## config.mk

```make
export PLATFORM = sky130hd
export DESIGN_NAME = tlul_a_arbiter_3to1
export DESIGN_NICKNAME = d
export VERILOG_FILES = /design/src/rtl/tlul_a_arbiter_3to1.sv
export SDC_FILE = /design/constraint.sdc
export NUM_CORES = 1
export LEC_CHECK = 0
export CORE_AREA = 2 2 185 187
export DETAILED_ROUTE_END_ITERATION = 8
export DIE_AREA = 0 0 187 189
export PLACE_DENSITY = 0.47
export SYNTH_ARGS = -nofsm -noshare
export SYNTH_HDL_FRONTEND = slang
export SYNTH_SLANG_ARGS = --single-unit
```

## constraint.sdc

```tcl
create_clock -name clk -period 8.2 [get_ports clk]
set_input_delay 0.82 -clock clk [delete_from_list [all_inputs] [get_ports clk]]
set_output_delay 0.82 -clock clk [all_outputs]
set_load 0.02 [all_outputs]
```

## src/rtl/tlul_a_arbiter_3to1.sv

```systemverilog
// tlul_a_arbiter_3to1
//   Puts three TL-UL masters onto one TL-UL slave port. The A channel is
//   granted round-robin, one beat per grant. Each granted master index goes
//   into an in-order outstanding FIFO, and the FIFO head steers the D channel
//   back to the master that owns the response.
//
// Optional build macro:
//   TLUL_ARB_PERF_EN - adds grant_count: a saturating 16-bit A-handshake
//                      counter per master, packed as master i at [i*16 +: 16].
//
// Ports (master i uses slice [i*W +: W] of every packed bus):
//   clk, reset                    clock, synchronous active-high reset
//   master_a_valid/ready [3]      per-master A handshake
//   master_a_address/data/mask/opcode/size   packed A fields
//   slave_a_valid/ready           A handshake to the slave
//   slave_a_address/data/mask/opcode/size    A fields of the granted master
//                                 (zero when no grant is held)
//   slave_d_valid/ready           D handshake from the slave
//   slave_d_data/opcode/size/error           D fields from the slave
//   master_d_valid/ready [3]      per-master D handshake
//   master_d_data/opcode/size/error          D fields copied to all slices
//   unexpected_d                  sticky: D valid seen with no outstanding request
//   grant_count                   (TLUL_ARB_PERF_EN only) per-master grant counters
//   dbg_state                     1 = ARB_BUSY, 0 = ARB_IDLE
//   dbg_grant_idx                 registered grant index
//   dbg_count                     outstanding FIFO occupancy
//
// Handshake rule on every channel: a beat moves on a cycle where valid and
// ready are both high. valid does not depend on ready. ready toward a master
// is only a pass-through of the matching slave ready for the selected
// master, so no beat can complete for a master that is not selected.
module tlul_a_arbiter_3to1 #(
  parameter int DATA_WIDTH      = 32,
  parameter int ADDR_WIDTH      = 32,
  parameter int MASK_WIDTH      = DATA_WIDTH / 8,
  parameter int SIZE_WIDTH      = 3,
  parameter int OPCODE_WIDTH    = 3,
  parameter int MAX_OUTSTANDING = 4,
  localparam int PTR_W          = $clog2(MAX_OUTSTANDING),
  localparam int CNT_W          = PTR_W + 1
) (
  input  logic                      clk,
  input  logic                      reset,
  input  logic [2:0]                master_a_valid,
  output logic [2:0]                master_a_ready,
  input  logic [3*ADDR_WIDTH-1:0]   master_a_address,
  input  logic [3*DATA_WIDTH-1:0]   master_a_data,
  input  logic [3*MASK_WIDTH-1:0]   master_a_mask,
  input  logic [3*OPCODE_WIDTH-1:0] master_a_opcode,
  input  logic [3*SIZE_WIDTH-1:0]   master_a_size,
  output logic                      slave_a_valid,
  input  logic                      slave_a_ready,
  output logic [ADDR_WIDTH-1:0]     slave_a_address,
  output logic [DATA_WIDTH-1:0]     slave_a_data,
  output logic [MASK_WIDTH-1:0]     slave_a_mask,
  output logic [OPCODE_WIDTH-1:0]   slave_a_opcode,
  output logic [SIZE_WIDTH-1:0]     slave_a_size,
  input  logic                      slave_d_valid,
  output logic                      slave_d_ready,
  input  logic [DATA_WIDTH-1:0]     slave_d_data,
  input  logic [OPCODE_WIDTH-1:0]   slave_d_opcode,
  input  logic [SIZE_WIDTH-1:0]     slave_d_size,
  input  logic                      slave_d_error,
  output logic [2:0]                master_d_valid,
  input  logic [2:0]                master_d_ready,
  output logic [3*DATA_WIDTH-1:0]   master_d_data,
  output logic [3*OPCODE_WIDTH-1:0] master_d_opcode,
  output logic [3*SIZE_WIDTH-1:0]   master_d_size,
  output logic [2:0]                master_d_error,
  output logic                      unexpected_d,
`ifdef TLUL_ARB_PERF_EN
  output logic [3*16-1:0]           grant_count,
`endif
  output logic                      dbg_state,
  output logic [1:0]                dbg_grant_idx,
  output logic [CNT_W-1:0]          dbg_count
);

  typedef enum logic {
    ARB_IDLE = 1'b0,
    ARB_BUSY = 1'b1
  } arb_state_t;

  localparam logic [CNT_W-1:0] FIFO_DEPTH = CNT_W'(MAX_OUTSTANDING);

  arb_state_t         state, state_next;
  logic [1:0]         grant_idx;
  logic [1:0]         last_grant;
  logic               arb_take;
  logic [1:0]         rr_idx;
  logic               a_busy;
  logic               a_fire;
  logic               d_fire;

  logic [1:0]         fifo_mem [MAX_OUTSTANDING];
  logic [PTR_W-1:0]   wr_ptr, rd_ptr;
  logic [CNT_W-1:0]   fifo_count;
  logic               fifo_empty, fifo_full;
  logic [1:0]         fifo_head;

  logic [ADDR_WIDTH-1:0]   a_addr [3];
  logic [DATA_WIDTH-1:0]   a_data [3];
  logic [MASK_WIDTH-1:0]   a_mask [3];
  logic [OPCODE_WIDTH-1:0] a_opcode [3];
  logic [SIZE_WIDTH-1:0]   a_size [3];

  // Round-robin pick: first valid master after last_grant, wrapping mod 3.
  function automatic logic [1:0] rr_pick(input logic [2:0] valid, input logic [1:0] last);
    logic [1:0] c0, c1, c2;
    logic [1:0] pick;
    case (last)
      2'd0:    begin c0 = 2'd1; c1 = 2'd2; c2 = 2'd0; end
      2'd1:    begin c0 = 2'd2; c1 = 2'd0; c2 = 2'd1; end
      default: begin c0 = 2'd0; c1 = 2'd1; c2 = 2'd2; end
    endcase
    if (valid[c0])      pick = c0;
    else if (valid[c1]) pick = c1;
    else if (valid[c2]) pick = c2;
    else                pick = 2'd0;
    return pick;
  endfunction

  assign rr_idx     = rr_pick(master_a_valid, last_grant);
  assign a_busy     = (state == ARB_BUSY);
  assign fifo_empty = (fifo_count == '0);
  assign fifo_full  = (fifo_count == FIFO_DEPTH);
  assign fifo_head  = fifo_mem[rd_ptr];

  // ---------------- A channel ----------------
  assign slave_a_valid   = a_busy && master_a_valid[grant_idx];
  assign a_fire          = slave_a_valid && slave_a_ready;
  assign slave_a_address = a_busy ? a_addr[grant_idx]   : '0;
  assign slave_a_data    = a_busy ? a_data[grant_idx]   : '0;
  assign slave_a_mask    = a_busy ? a_mask[grant_idx]   : '0;
  assign slave_a_opcode  = a_busy ? a_opcode[grant_idx] : '0;
  assign slave_a_size    = a_busy ? a_size[grant_idx]   : '0;

  // ---------------- D channel ----------------
  // An empty FIFO means nobody owns the response: it is never acknowledged,
  // only flagged through unexpected_d.
  assign slave_d_ready = !fifo_empty && master_d_ready[fifo_head];
  assign d_fire        = slave_d_valid && slave_d_ready;

  assign master_d_data   = {3{slave_d_data}};
  assign master_d_opcode = {3{slave_d_opcode}};
  assign master_d_size   = {3{slave_d_size}};
  assign master_d_error  = {3{slave_d_error}};

  for (genvar i = 0; i < 3; i++) begin : g_slice
    assign a_addr[i]   = master_a_address[i*ADDR_WIDTH +: ADDR_WIDTH];
    assign a_data[i]   = master_a_data[i*DATA_WIDTH +: DATA_WIDTH];
    assign a_mask[i]   = master_a_mask[i*MASK_WIDTH +: MASK_WIDTH];
    assign a_opcode[i] = master_a_opcode[i*OPCODE_WIDTH +: OPCODE_WIDTH];
    assign a_size[i]   = master_a_size[i*SIZE_WIDTH +: SIZE_WIDTH];

    assign master_a_ready[i] = a_busy && (grant_idx == 2'(i)) && slave_a_ready;
    assign master_d_valid[i] = !fifo_empty && (fifo_head == 2'(i)) && slave_d_valid;
  end

  // ---------------- FSM ----------------
  // A grant is held until its beat completes. The only other way out of
  // BUSY is the granted master withdrawing valid, which drops the grant
  // without recording anything.
  always_comb begin
    state_next = state;
    arb_take   = 1'b0;
    case (state)
      ARB_IDLE: begin
        if (|master_a_valid && !fifo_full) begin
          state_next = ARB_BUSY;
          arb_take   = 1'b1;
        end
      end
      ARB_BUSY: begin
        if (a_fire || !master_a_valid[grant_idx]) state_next = ARB_IDLE;
      end
      default: state_next = ARB_IDLE;
    endcase
  end

  always_ff @(posedge clk) begin
    if (reset) begin
      state        <= ARB_IDLE;
      grant_idx    <= 2'd0;
      last_grant   <= 2'd2;
      wr_ptr       <= '0;
      rd_ptr       <= '0;
      fifo_count   <= '0;
      unexpected_d <= 1'b0;
    end else begin
      state <= state_next;
      if (arb_take) grant_idx <= rr_idx;
      if (a_fire) begin
        wr_ptr     <= wr_ptr + PTR_W'(1);
        last_grant <= grant_idx;
      end
      if (d_fire) rd_ptr <= rd_ptr + PTR_W'(1);
      // A push and a pop in the same cycle cancel out.
      case ({a_fire, d_fire})
        2'b10:   fifo_count <= fifo_count + CNT_W'(1);
        2'b01:   fifo_count <= fifo_count - CNT_W'(1);
        default: fifo_count <= fifo_count;
      endcase
      if (slave_d_valid && fifo_empty) unexpected_d <= 1'b1;
    end
  end

  // Storage needs no reset: an entry is only read after it has been written.
  // Entering BUSY requires a free slot, so a push never overwrites one.
  always_ff @(posedge clk) begin
    if (a_fire) fifo_mem[wr_ptr] <= grant_idx;
  end

`ifdef TLUL_ARB_PERF_EN
  for (genvar i = 0; i < 3; i++) begin : g_perf
    logic [15:0] cnt_q;
    always_ff @(posedge clk) begin
      if (reset) begin
        cnt_q <= 16'd0;
      end else if (a_fire && (grant_idx == 2'(i)) && (cnt_q != 16'hFFFF)) begin
        cnt_q <= cnt_q + 16'd1;
      end
    end
    assign grant_count[i*16 +: 16] = cnt_q;
  end
`endif

  assign dbg_state     = (state == ARB_BUSY);
  assign dbg_grant_idx = grant_idx;
  assign dbg_count     = fifo_count;

endmodule

```

==> impl_metrics.sql <==
INSERT INTO impl_metrics (metric_group, metric, value, unit) VALUES
('setup_path', 'crit_path_kind', 'reg -> out', ''),
('timing', 'max_slew.worst_pin.slew', '1.04', 'ns'),
('global_route', 'global_route_wire_length_before_repair', '29300', 'um'),
('clock_network', 'clock_sinks', '23', ''),
('timing', 'fin_worst_skew', '0.00320', 'ns'),
('setup_path', 'worst_setup_path_end_kind', 'output port', ''),
('die', 'start_util', '12.2', '%'),
('logic_synthesis', 'synth.area.top_cells', 'sky130_fd_sc_hd__buf_4, sky130_fd_sc_hd__mux2i_1, sky130_fd_sc_hd__and2_1', ''),
('layout', 'nets', '1015', ''),
('logic_synthesis', 'netlist_instances', '564', ''),
('logic_synthesis', 'synth.distinct_cells', '38', ''),
('die', 'rows', '67', ''),
('logic_synthesis', 'synth.net_count', '841', ''),
('setup_path', 'timing.critical_path.fanout_max', '39', ''),
('logic_synthesis', 'synth_edf_count', '8', ''),
('timing', 'sum_of_negative_setup_slack', '0', 'ns'),
('layout', 'layout_commonest_cell', 'sky130_fd_sc_hd__clkdlybuf4s50_1', ''),
('clock_network', 'postCtsHoldBufs', '0', ''),
('timing', 'report.final.setup_viol', '0', ''),
('clock_network', 'tritoncts', 'done', ''),
('placement', 'gp_congestion', '0.791', ''),
('layout', 'final_layout_size_suffix_gt1_share', '2.71', '%'),
('die', 'die_width', '187', 'um'),
('timing', 'slew_violations', '0', ''),
('timing', 'hold_slack', '0.480', 'ns'),
('layout', 'area_delta_synth_final', '70.5', '%'),
('clock_network', 'clk_path_buf_depth', '2', ''),
('die', 'coreArea', '0.0333', 'mm2'),
('run', 'reported_max_cap_violation_count', '0', ''),
('logic_synthesis', 'dominantRegCellSynth', 'sky130_fd_sc_hd__dfxtp_1', ''),
('timing', 'hold_violations', '0', ''),
('timing', 'max-slew-margin-rel', '30.7', '%'),
('timing', 'period_needed', '4.34', 'ns'),
('outcome', 'run_status', 'finished, final reports clean', ''),
('die', 'io_pins', '477', ''),
('logic_synthesis', 'ys.warnings.count', '0', ''),
('clock_network', 'later_pin_clock_latency_in_the_skew_report', '0.26', 'ns'),
('timing', 'fmax', '230', 'MHz'),
('logic_synthesis', 'synth.ff_latch_count', '23', ''),
('pwr', 'powerDensity', '83.2', 'mW/mm2'),
('setup_path', 'cp.required', '7.38', 'ns'),
('layout', 'most-common-layout-cells', 'sky130_fd_sc_hd__clkdlybuf4s50_1, sky130_fd_sc_hd__o21ai_0, sky130_fd_sc_hd__nand2_1, sky130_fd_sc_hd__and2_1, sky130_fd_sc_hd__mux2i_1', ''),
('clock_network', 'clk_pin_slew', '0.06', 'ns'),
('logic_synthesis', 'netlist_area', '0.00406', 'mm2'),
('setup_path', 'arrival', '3.52', 'ns'),
('global_route', 'antenna_found_initial', '2', ''),
('pwr', 'p_leak', '2.24', 'nW'),
('routing', 'route.final.wire_length', '21000', 'um'),
('die', 'die_footprint', '0.0353', 'mm2'),
('logic_synthesis', 'synthesis.area_per_instance', '7.21', 'um2'),
('global_route', 'grt_max_degree', '86', ''),
('routing', 'vias', '4295', ''),
('clock_network', 'clock_tree_root_driver_cell', 'sky130_fd_sc_hd__clkbuf_16', ''),
('pwr', 'worst_ir_drop_vdd', '0.0000663', 'V'),
('placement', 'io_buffers', '320', ''),
('routing', 'first_iter_violations', '103', ''),
('global_route', 'grt.total_usage', '11.0', '%'),
('pwr', 'total_power', '0.000577', 'W'),
('setup_path', 'timing.critical_path.from_type', 'flop', ''),
('logic_synthesis', 'synth.top_cell.area_share', '21.6', '%'),
('die', 'die_height', '189', 'um'),
('routing', 'routed_via_density', '3.62', ''),
('global_route', 'global_route_overflow', '0', ''),
('logic_synthesis', 'asr_flop_ratio_synth', '0', '%'),
('logic_synthesis', 'yosysSeqAreaShare', '13.3', '%'),
('clock_network', 'cts_repair_resize_count', '0', ''),
('placement', 'detailedPlacementHpwl', '17300', 'um'),
('global_route', 'grt_pass1_vias', '4271', ''),
('routing', 'drt_drc_violations_left', '0', ''),
('routing', 'detail_route.wl_per_cell', '17.7', 'um'),
('timing', 'setup_repair_after_global_routing_missed_its_margin', 'false', ''),
('routing', 'drt_pass1_iterations', '4', ''),
('clock_network', 'numCtsBuffers', '3', ''),
('timing', 'min_period_over_period', '52.9', '%'),
('logic_synthesis', 'post-synth-top-area-cell', 'sky130_fd_sc_hd__buf_4', ''),
('clock_network', 'post-cts-setup-buffer-count', '0', ''),
('clock_network', 'clock_tree.htree_level_count', '1', ''),
('routing', 'drtAntennaViolNets', '0', ''),
('worst_hold_path', 'hold_path_class', 'reg -> reg', '');
[Yosys cell counts (2+ instances only)]
master,n
sky130_fd_sc_hd__buf_4,117
sky130_fd_sc_hd__o21ai_0,78
sky130_fd_sc_hd__and2_1,77
sky130_fd_sc_hd__nand2_1,77
sky130_fd_sc_hd__mux2i_1,76
sky130_fd_sc_hd__clkbuf_1,31
sky130_fd_sc_hd__dfxtp_1,15
sky130_fd_sc_hd__a21oi_1,9
sky130_fd_sc_hd__edfxtp_1,8
sky130_fd_sc_hd__nor2_1,8
sky130_fd_sc_hd__inv_1,7
sky130_fd_sc_hd__nor2b_1,7
sky130_fd_sc_hd__and3_1,5
sky130_fd_sc_hd__ha_1,5
sky130_fd_sc_hd__nor3_1,5
sky130_fd_sc_hd__buf_2,4
sky130_fd_sc_hd__nand3_1,4
sky130_fd_sc_hd__buf_1,3
sky130_fd_sc_hd__nor3b_1,3
sky130_fd_sc_hd__o22ai_1,3
sky130_fd_sc_hd__mux2_4,2
sky130_fd_sc_hd__or2_2,2
sky130_fd_sc_hd__or3_1,2
sky130_fd_sc_hd__xor2_1,2
[metal layers]
layer | vias to the layer above | global-route usage [%] | part of all wire [%]
met3 | 11 | 3.86 | 8.9
met5 | - | 0 | 0
met2 | 267 | 21.1 | 53
met1 | 1907 | 11.7 | 37
met4 | 0 | 1.56 | 1.0
li1 | 2110 | - | -
[area by class of cell]
type	instances	area, um2
Antenna cell	1	2.50
Clock buffer	3	75.1
Clock inverter	1	5.00
Fill cell	3736	26400
Inverter	7	26.3
Multi-Input combinational cell	379	2480
Sequential cell	23	547
Tap cell	448	561
Timing Repair Buffer	324	3230
[flip-flops by register name (all words and copies together) (netlist names), named ones only]
name / cells
dbg_count: 3
dbg_grant_idx: 2
dbg_state: 1
fifo_mem: 8
last_grant: 2
rd_ptr: 2
unexpected_d: 1
wr_ptr: 2
[power breakdown]
part	leakage (nW)	switching [W]	internal, W	total [W]
logic	2.00	0.000143	0.000197	0.000341
clock network	0.0409	0.0000416	0.0000657	0.000107
registers	0.199	0.00000729	0.000121	0.000128
[worst max-delay path, stage by stage, from the launching register on]
cell                              delay (ns)
sky130_fd_sc_hd__dfxtp_4                0.52
sky130_fd_sc_hd__nor2b_4                0.87
sky130_fd_sc_hd__buf_4                  0.55
sky130_fd_sc_hd__o2bb2ai_1              0.39
sky130_fd_sc_hd__and2_1                 0.21
sky130_fd_sc_hd__clkdlybuf4s50_1        0.61
[worst paths after layout]
kind | startpoint | cells past startpoint | slack [ns] | endpoint
worst min-delay path | unexpected_d | 2 | 0.48 | unexpected_d
worst max-delay path | dbg_grant_idx[0] | 5 | 3.86 | slave_a_valid
worst min register to register | unexpected_d | 2 | 0.48 | unexpected_d
worst max register to register | dbg_grant_idx[0] | 11 | 4.66 | dbg_count[2]
[cell families after synthesis]
family | Yosys count | synth area share, %
simple gates | 192 | 24.3
buf+inv | 162 | 25.9
compound gates | 98 | 13.1
mux | 81 | 20.9
flops | 23 | 13.3
fa+ha+maj | 6 | 2.03
xor+xnor | 2 | 0.431
[stage by stage]
step           std cells  area, um2  setup WS, ns  util [%]
2_1_floorplan        564       4060          5.45         -
3_3_place_gp        1181       6850          4.09      20.6
6_report            1186       6930          3.86      20.8
3_5_place_dp        1181       6850          4.05      20.6
4_1_cts             1185       6930          3.78      20.8
5_1_grt             1185       6930          3.63      20.8
Note: power is estimated with default switching activity, not from simulation.
